==> src/rtl/pulse_pkg.sv <==
// Shared types for the pulse scheduler and pulse engine: descriptor payload, scheduler states, widths.
package pulse_pkg;

  localparam int unsigned PHASE_W    = 32;
  localparam int unsigned AMP_W      = 16;
  localparam int unsigned PHOFS_W    = 16;
  localparam int unsigned TSTART_W   = 24;
  localparam int unsigned TLEN_W     = 16;
  localparam int unsigned ENV_ADDR_W = 16;
  localparam int unsigned TIME_W     = 32;
  localparam int unsigned LATE_W     = 16;

  typedef struct packed {
    logic [PHASE_W-1:0]    fcw;
    logic [PHOFS_W-1:0]    phase;
    logic [AMP_W-1:0]      amp;
    logic [TSTART_W-1:0]   t_start;
    logic [TLEN_W-1:0]     t_len;
    logic [ENV_ADDR_W-1:0] env_addr;
  } pulse_desc_t;

  typedef enum logic [1:0] {
    IDLE = 2'd0,
    WAIT = 2'd1,
    BUSY = 2'd2
  } sched_state_t;

  // Wraparound distance from now to start; MSB set means start is already in the past.
  function automatic logic [TSTART_W-1:0] time_delta(input logic [TSTART_W-1:0] t_start,
                                                     input logic [TSTART_W-1:0] now);
    return t_start - now;
  endfunction

endpackage

==> src/rtl/pulse_scheduler_if.sv <==
// Descriptor push port: CPU side is master, scheduler side is slave.
interface pulse_scheduler_if;
  import pulse_pkg::*;

  logic        s_desc_valid;
  logic        s_desc_ready;
  pulse_desc_t s_desc;

  modport master (output s_desc_valid, output s_desc, input s_desc_ready);
  modport slave  (input s_desc_valid, input s_desc, output s_desc_ready);

endinterface

==> src/rtl/pulse_desc_fifo.sv <==
// Synchronous descriptor FIFO with a registered show-ahead head and single-cycle flush.
module pulse_desc_fifo
  import pulse_pkg::*;
#(
  parameter int unsigned DEPTH = 16,
  localparam int unsigned AW = $clog2(DEPTH),
  localparam int unsigned CW = AW + 1
) (
  input  logic          clk,
  input  logic          rst_n,
  input  logic          push,
  input  pulse_desc_t   wdata,
  input  logic          pop,
  input  logic          flush,
  output logic          full,
  output logic          empty,
  output logic [CW-1:0] count,
  output pulse_desc_t   head
);

  logic          push_ok;
  logic          pop_ok;
  logic [AW-1:0] wr_q;
  logic [AW-1:0] rd_q;
  logic [AW-1:0] rd_nxt;
  logic [CW-1:0] cnt_q;
  logic [CW-1:0] cnt_d;
  logic [CW-1:0] cnt_left;
  pulse_desc_t   mem_q [DEPTH];
  pulse_desc_t   head_q;
  pulse_desc_t   head_d;

  assign full    = (cnt_q == CW'(DEPTH));
  assign empty   = (cnt_q == '0);
  assign count   = cnt_q;
  assign head    = head_q;
  assign push_ok = push && !full && !flush;
  assign pop_ok  = pop && !empty && !flush;

  // Next head: the incoming word when the queue drains to it, otherwise the stored entry.
  always_comb begin
    rd_nxt   = rd_q + AW'(pop_ok);
    cnt_left = cnt_q - CW'(pop_ok);
    cnt_d    = flush ? '0 : cnt_left + CW'(push_ok);
    head_d   = head_q;
    if (push_ok || pop_ok) begin
      head_d = (cnt_left == '0) ? wdata : mem_q[rd_nxt];
    end
  end

  always_ff @(posedge clk) begin
    if (push_ok) begin
      mem_q[wr_q] <= wdata;
    end
  end

  always_ff @(posedge clk or negedge rst_n) begin
    if (!rst_n) begin
      wr_q   <= '0;
      rd_q   <= '0;
      cnt_q  <= '0;
      head_q <= '0;
    end else begin
      cnt_q  <= cnt_d;
      head_q <= head_d;
      if (flush) begin
        wr_q <= '0;
        rd_q <= '0;
      end else begin
        wr_q <= wr_q + AW'(push_ok);
        rd_q <= rd_nxt;
      end
    end
  end

endmodule

==> src/rtl/pulse_scheduler.sv <==
// Timed descriptor queue that issues one-cycle pulse_ready strobes to the pulse engine.
// Optional build macro PULSE_SCHED_LATE_DROP_EN: late heads are discarded instead of issued.
module pulse_scheduler
  import pulse_pkg::*;
#(
  parameter int unsigned DEPTH = 16,
  localparam int unsigned CW = $clog2(DEPTH) + 1
) (
  input  logic                  clk,
  input  logic                  rst_n,
  pulse_scheduler_if.slave      s_desc_if,
  input  logic [TIME_W-1:0]     time_counter,
  input  logic                  enable,
  input  logic                  flush,
  output logic                  pulse_ready,
  output logic [PHASE_W-1:0]    freq_trig,
  output logic [PHOFS_W-1:0]    phase_trig,
  output logic [AMP_W-1:0]      amp_trig,
  output logic [TSTART_W-1:0]   t_start_trig,
  output logic [TLEN_W-1:0]     t_len_trig,
  output logic [ENV_ADDR_W-1:0] env_addr_trig,
  output logic [CW-1:0]         fifo_count,
  output logic                  engine_busy,
  output logic [LATE_W-1:0]     late_cnt
);

  sched_state_t          state_q, state_d;
  pulse_desc_t           head;
  pulse_desc_t           trig_q, trig_d;
  logic                  fifo_full, fifo_empty;
  logic [TSTART_W-1:0]   delta_c;
  logic                  due_c, late_c, eligible_c, issue_c, drop_c, pop_c;
  logic [TLEN_W-1:0]     len_c;
  logic                  hold_done_c;
  logic [TLEN_W-1:0]     hold_q, hold_d;
  logic                  pulse_ready_q, pulse_ready_d;
  logic                  busy_q, busy_d;
  logic [LATE_W-1:0]     late_q, late_d;
  logic                  unused_tc_hi;

  assign unused_tc_hi           = ^time_counter[TIME_W-1:TSTART_W];
  assign s_desc_if.s_desc_ready = !fifo_full && !flush;

  pulse_desc_fifo #(.DEPTH(DEPTH)) u_fifo (
    .clk   (clk),
    .rst_n (rst_n),
    .push  (s_desc_if.s_desc_valid),
    .wdata (s_desc_if.s_desc),
    .pop   (pop_c),
    .flush (flush),
    .full  (fifo_full),
    .empty (fifo_empty),
    .count (fifo_count),
    .head  (head)
  );

  // Due/late decode of the head against the low time bits; flush outranks any issue.
  always_comb begin
    delta_c     = time_delta(head.t_start, time_counter[TSTART_W-1:0]);
    late_c      = delta_c[TSTART_W-1];
    due_c       = late_c || (delta_c == '0);
    eligible_c  = (state_q == WAIT) && !fifo_empty && enable && !flush;
    len_c       = (head.t_len == '0) ? TLEN_W'(1) : head.t_len;
    hold_done_c = (hold_q <= TLEN_W'(1));
`ifdef PULSE_SCHED_LATE_DROP_EN
    issue_c     = eligible_c && due_c && !late_c;
    drop_c      = eligible_c && late_c;
`else
    issue_c     = eligible_c && due_c;
    drop_c      = 1'b0;
`endif
    pop_c       = issue_c || drop_c;
  end

  always_ff @(posedge clk or negedge rst_n) begin
    if (!rst_n) begin
      state_q <= IDLE;
    end else begin
      state_q <= state_d;
    end
  end

  // A one-cycle pulse needs no hold-off, so it stays in WAIT to allow issue on the very next cycle.
  always_comb begin
    state_d = state_q;
    unique case (state_q)
      IDLE: if (!fifo_empty && !flush) state_d = WAIT;
      WAIT: begin
        if (issue_c)                  state_d = (len_c == TLEN_W'(1)) ? WAIT : BUSY;
        else if (flush || fifo_empty) state_d = IDLE;
      end
      BUSY: if (hold_done_c)          state_d = (fifo_empty || flush) ? IDLE : WAIT;
      default:                        state_d = IDLE;
    endcase
  end

  // Hold-off is loaded with L-1 so the next WAIT cycle lands exactly L cycles after issue.
  always_comb begin
    pulse_ready_d = 1'b0;
    trig_d        = trig_q;
    hold_d        = hold_q;
    late_d        = late_q;
    busy_d        = (state_d == BUSY);
    if ((state_q == BUSY) && (hold_q != '0)) begin
      hold_d = hold_q - TLEN_W'(1);
    end
    if (issue_c) begin
      pulse_ready_d = 1'b1;
      trig_d        = head;
      hold_d        = len_c - TLEN_W'(1);
    end
    if (pop_c && late_c && (late_q != '1)) begin
      late_d = late_q + LATE_W'(1);
    end
  end

  always_ff @(posedge clk or negedge rst_n) begin
    if (!rst_n) begin
      pulse_ready_q <= 1'b0;
      trig_q        <= '0;
      hold_q        <= '0;
      late_q        <= '0;
      busy_q        <= 1'b0;
    end else begin
      pulse_ready_q <= pulse_ready_d;
      trig_q        <= trig_d;
      hold_q        <= hold_d;
      late_q        <= late_d;
      busy_q        <= busy_d;
    end
  end

  assign pulse_ready   = pulse_ready_q;
  assign freq_trig     = trig_q.fcw;
  assign phase_trig    = trig_q.phase;
  assign amp_trig      = trig_q.amp;
  assign t_start_trig  = trig_q.t_start;
  assign t_len_trig    = trig_q.t_len;
  assign env_addr_trig = trig_q.env_addr;
  assign engine_busy   = busy_q;
  assign late_cnt      = late_q;

endmodule
==> src/flat_wrapper.sv <==
// flat-port wrapper written by rule: the top's interface ports become plain ports
module pulse_scheduler_flat import pulse_pkg::*;
#(
  parameter int unsigned DEPTH = 16,
  localparam int unsigned CW = $clog2(DEPTH) + 1
)
  (clk, rst_n, time_counter, enable, flush, pulse_ready, freq_trig, phase_trig, amp_trig, t_start_trig, t_len_trig, env_addr_trig, fifo_count, engine_busy, late_cnt, s_desc_if_s_desc_valid, s_desc_if_s_desc, s_desc_if_s_desc_ready);
  pulse_scheduler_if s_desc_if_i ();
  input  logic clk;
  input  logic rst_n;
  input  logic [TIME_W-1:0] time_counter;
  input  logic enable;
  input  logic flush;
  output logic pulse_ready;
  output logic [PHASE_W-1:0] freq_trig;
  output logic [PHOFS_W-1:0] phase_trig;
  output logic [AMP_W-1:0] amp_trig;
  output logic [TSTART_W-1:0] t_start_trig;
  output logic [TLEN_W-1:0] t_len_trig;
  output logic [ENV_ADDR_W-1:0] env_addr_trig;
  output logic [CW-1:0] fifo_count;
  output logic engine_busy;
  output logic [LATE_W-1:0] late_cnt;
  input wire logic [$bits(s_desc_if_i.s_desc_valid)-1:0] s_desc_if_s_desc_valid;
  input wire logic [$bits(s_desc_if_i.s_desc)-1:0] s_desc_if_s_desc;
  output wire logic [$bits(s_desc_if_i.s_desc_ready)-1:0] s_desc_if_s_desc_ready;
  assign s_desc_if_i.s_desc_valid = s_desc_if_s_desc_valid;
  assign s_desc_if_i.s_desc = s_desc_if_s_desc;
  assign s_desc_if_s_desc_ready = s_desc_if_i.s_desc_ready;
  pulse_scheduler #(.DEPTH(DEPTH)) u_core (.clk(clk), .rst_n(rst_n), .s_desc_if(s_desc_if_i), .time_counter(time_counter), .enable(enable), .flush(flush), .pulse_ready(pulse_ready), .freq_trig(freq_trig), .phase_trig(phase_trig), .amp_trig(amp_trig), .t_start_trig(t_start_trig), .t_len_trig(t_len_trig), .env_addr_trig(env_addr_trig), .fifo_count(fifo_count), .engine_busy(engine_busy), .late_cnt(late_cnt));
endmodule
==> config.mk <==
export PLATFORM = sky130hd
export DESIGN_NAME = pulse_scheduler_flat
export DESIGN_NICKNAME = d
export VERILOG_FILES = /design/src/rtl/pulse_pkg.sv /design/src/rtl/pulse_scheduler_if.sv /design/src/rtl/pulse_desc_fifo.sv /design/src/rtl/pulse_scheduler.sv /design/src/flat_wrapper.sv
export SDC_FILE = /design/constraint.sdc
export NUM_CORES = 2
export LEC_CHECK = 0
export ABC_AREA = 1
export BUFFER_PORTS_ARGS = -buffer_cell sky130_fd_sc_hd__buf_2
export CORE_ASPECT_RATIO = 1.4
export CORE_MARGIN = 4
export CORE_UTILIZATION = 33
export DETAILED_ROUTE_END_ITERATION = 12
export GPL_ROUTABILITY_DRIVEN = 0
export PLACE_DENSITY = 0.46
export RECOVER_POWER = 25
export SLEW_MARGIN = 20
export SYNTH_ARGS = -nofsm -noshare
export SYNTH_HDL_FRONTEND = slang
export SYNTH_HIERARCHICAL = 1
export SYNTH_SLANG_ARGS = --single-unit
==> constraint.sdc <==
create_clock -name clk -period 9.63 [get_ports clk]
set_input_delay 1.4445 -clock clk [delete_from_list [all_inputs] [get_ports clk]]
set_output_delay 1.4445 -clock clk [all_outputs]
set_load 0.02 [all_outputs]
==> metrics.txt <==
Die X 454 um; pin count of the biggest net entering global routing 188; P_sw 4480 uW; Slew @ Worst Pin 1.08 ns; first-pass GRT wire length 419000 um; register area share after synthesis 70.5%; P_int 15700 uW; Final Non-Filler Cells 12.5k; CP Capture Point u_core/u_fifo/head[76]$_DFFE_PN0P_; Worst R2R Setup Slack 2.40 ns; worst r2r path cells 27; Comb power frac 4.2%; Fin. Hold Viols 0; # resized after CTS 0; Die H 633 um; most used cell, CP nand2_1; Via density 5.00; clock latency on the worst-skew pair 0.90 ns; DRC Markers 0; Max Transition Viols Final 0; IO buf count 292; RR Startpoint u_core/u_fifo/head[44]$_DFFE_PN0P_; fmax 136 MHz; First DRT Iteration DRCs 4713; die area 287000 sq um; outcome completed; Detail Route Antenna Nets 0; DP Area 97200 sq um; Tot GR Track Use 19.5%; post-route cell area 104000 sq um; clock buffer depth 4; setup bufs post-CTS 0; drt wl/cell 23.0 um; Mean Syn Cell Area 10.9 sq um; switching share of power 22.2%; signal arrival time at the worst endpoint 8.08 ns; CTS tree built; Leak 0.0399 uW; first drt pass iteration count 5; total wire length 287000 um; worst clock skew 0.0547 ns; vias in the first global route 61.3k; yosys warns 6; CTS HTree Levels 4; CTS sink cnt 2209; Peak supply drop 0.000135 V; worst-path maximum fanout 47; max-cap viol count 0; Starting Density 33.1%; vias post-DR 62.4k; CTS Buf Count 233; Placeable Area 278000 sq um; initial antenna violation count 51; Seq pwr share 53.0%; Ports 301; clock power share 42.9%; Final #Nets 8779; crit path time final 7.33 ns; Slowest cell on crit path xor2_2; share of layout cells above drive strength 1 7.67%; Area growth syn-to-layout 13.4%; Final WS setup 2.30 ns; pwr dens 193 nW/um^2; Yosys reg bits 2209; Setup TNS Final 0 ns; hold_buf cts 0; Reg-to-Reg End u_core/u_fifo/head[76]$_DFFE_PN0P_; DP HPWL 143000 um; grt ovf 0; Hold WC Path Type reg2reg; Mapped Nets 8631; CP Class in2reg; Worst Setup Start Kind primary input; crit path from time_counter[14]; Final Cycle Share 76.1%; worst slack, placed 1.38 ns; clk root buf clkbuf_16; Filler cells 27.2k; Mapped Cells 8437; Storage cell area 64900 sq um; Slew HR 27.7%; post-synthesis cell type count 38; CP peak stage delay 0.76 ns; Crit. End Element flip-flop; Syn Std Cell Area 92000 sq um; unrepaired setup endpoints after global routing no; placement row count 229; endpoints failing setup 0; area of the multi-input gates 24100 sq um; Worst-path clk slew 0.06 ns; Req. time, crit path 10.38 ns; placed insts 12.0k
==> stage by stage <==
step | hold WS [ns] | power (uW) | utilization (%)
detailed placement | 0.459 | 11700 | 35.0
global route | 0.495 | 20900 | 37.6
finish | 0.467 | 20100 | 37.6
global placement | 0.459 | 11700 | 35.0
floorplan | 0.442 | 11300 | -
CTS | 0.473 | 20400 | 37.6
==> registers in the layout (all words and copies together) (netlist names), 2 cells and up <==
signal	cells
u_core/hold_q	16
u_core/u_fifo/mem_q	1920
u_core/u_fifo/head	120
u_core/t_start_trig	24
u_core/amp_trig	16
u_core/u_fifo/wr_q	4
u_core/late_cnt	16
u_core/u_fifo/rd_q	4
u_core/u_fifo/count	5
u_core/freq_trig	32
u_core/t_len_trig	16
u_core/env_addr_trig	16
u_core/state_q	2
u_core/phase_trig	16
==> power by group through the flow <==
stage	sequential, uW	combinational [uW]	clock [uW]
floorplan	10800	468	0
global placement	10900	844	0
detailed placement	10900	851	0
CTS	10700	856	8870
global route	10700	954	9270
finish	10700	839	8640
==> per-layer routing <==
layer	vias up	GRT usage (%)	share of wire [%]
li1	29100	-	-
met1	31300	25.6	43
met2	1505	33.8	50
met3	452	2.70	4.8
met4	24	5.43	2.8
met5	-	0	0.056
==> layout make-up <==
| cell class | count | share of cell area (%) |
|---|---|---|
| flip-flops and latches | 2209 | 62.2 |
| multi-input cells | 5562 | 23.1 |
| clock buffers | 320 | 6.06 |
| well taps | 3696 | 4.43 |
| repair buffers | 409 | 2.76 |
| clock inverters | 103 | 0.819 |
| inverters | 170 | 0.646 |
| diodes | 11 | 0.0264 |
==> Yosys cell counts (all sizes together) <==
cell type	count	area, sq um
xnor2	13	121
nand3b	2	15.0
ha	36	450
nand2	3272	12300
a21boi	1	7.51
o21a	1	7.51
or2	2	12.5
clkbuf	82	308
nor3b	1	12.5
edfxtp	1920	57700
nand3	1752	8790
buf	414	2350
o31ai	2	15.0
xor2	24	218
nor3	9	45.0
nand4	15	93.8
o21bai	2	15.0
a21oi	34	174
clkinv	1	3.75
inv	169	637
and2	4	25.0
o21ai	23	115
nor4	5	31.3
dfrtp	289	7230
nor2	359	1350
fa	1	20.0
o211ai	4	30.0
==> worst max-delay path, delay by kind of cell <==
| kind | cells | cell delay, ns |
|---|---|---|
| and+or+nand+nor | 17 | 3.41 |
| xor gates and xnor gates | 1 | 0.76 |
| AOI/OAI and AO/OA | 1 | 0.21 |
| adders and majority gates | 3 | 0.86 |
| buffers and inverters | 7 | 1.22 |
==> logic make-up (layout without fill, tap and decap cells) <==
| logic type | count (synthesis) | after routing | synth area share (%) |
|---|---|---|---|
| compound gates | 67 | 67 | 0.396 |
| simple gates | 5421 | 5421 | 24.6 |
| flops | 2209 | 2209 | 70.5 |
| buf+inv | 666 | 1002 | 3.58 |
| fa+ha+maj | 37 | 37 | 0.511 |
| xor+xnor | 37 | 37 | 0.368 |
| other cells | 0 | 11 | 0 |
==> placed cells by master, fill, tap and decap left out, types with 5 or more instances in the layout <==
master and instances:
buf_4 66, buf_2 205, dfrtp_1 289, nor2_4 17, inv_6 7, inv_1 162
clkinv_1 44, nand2_1 3268, xor2_1 23, nor4_1 5, buf_12 51, clkbuf_8 15
o21ai_0 23, ha_1 34, edfxtp_1 1920, clkbuf_16 234, nor3_1 9, nand4_1 15
xnor2_1 12, clkbuf_1 157, a21oi_1 33, nor2_1 341, diode_2 11, clkinv_2 31
bufinv_16 12, clkinvlp_4 6, nand3_1 1748
==> worst min path at each step <==
stage / start / to / slack (ns) / cells past startpoint
after floorplan: u_core/u_fifo/head[56]$_DFFE_PN0P_ / u_core/amp_trig[0]$_DFFE_PN0N_ / 0.44 / 2
after global placement: u_core/u_fifo/head[98]$_DFFE_PN0P_ / u_core/freq_trig[10]$_DFFE_PN0N_ / 0.46 / 2
after detailed placement: u_core/u_fifo/head[73]$_DFFE_PN0P_ / u_core/phase_trig[1]$_DFFE_PN0N_ / 0.46 / 2
after CTS: u_core/u_fifo/head[73]$_DFFE_PN0P_ / u_core/phase_trig[1]$_DFFE_PN0N_ / 0.47 / 2
after global routing: u_core/u_fifo/head[65]$_DFFE_PN0P_ / u_core/u_fifo/head[65]$_DFFE_PN0P_ / 0.50 / 2
final: u_core/u_fifo/head[113]$_DFFE_PN0P_ / u_core/freq_trig[25]$_DFFE_PN0N_ / 0.47 / 2
Note: power is estimated with default switching activity, not from simulation.
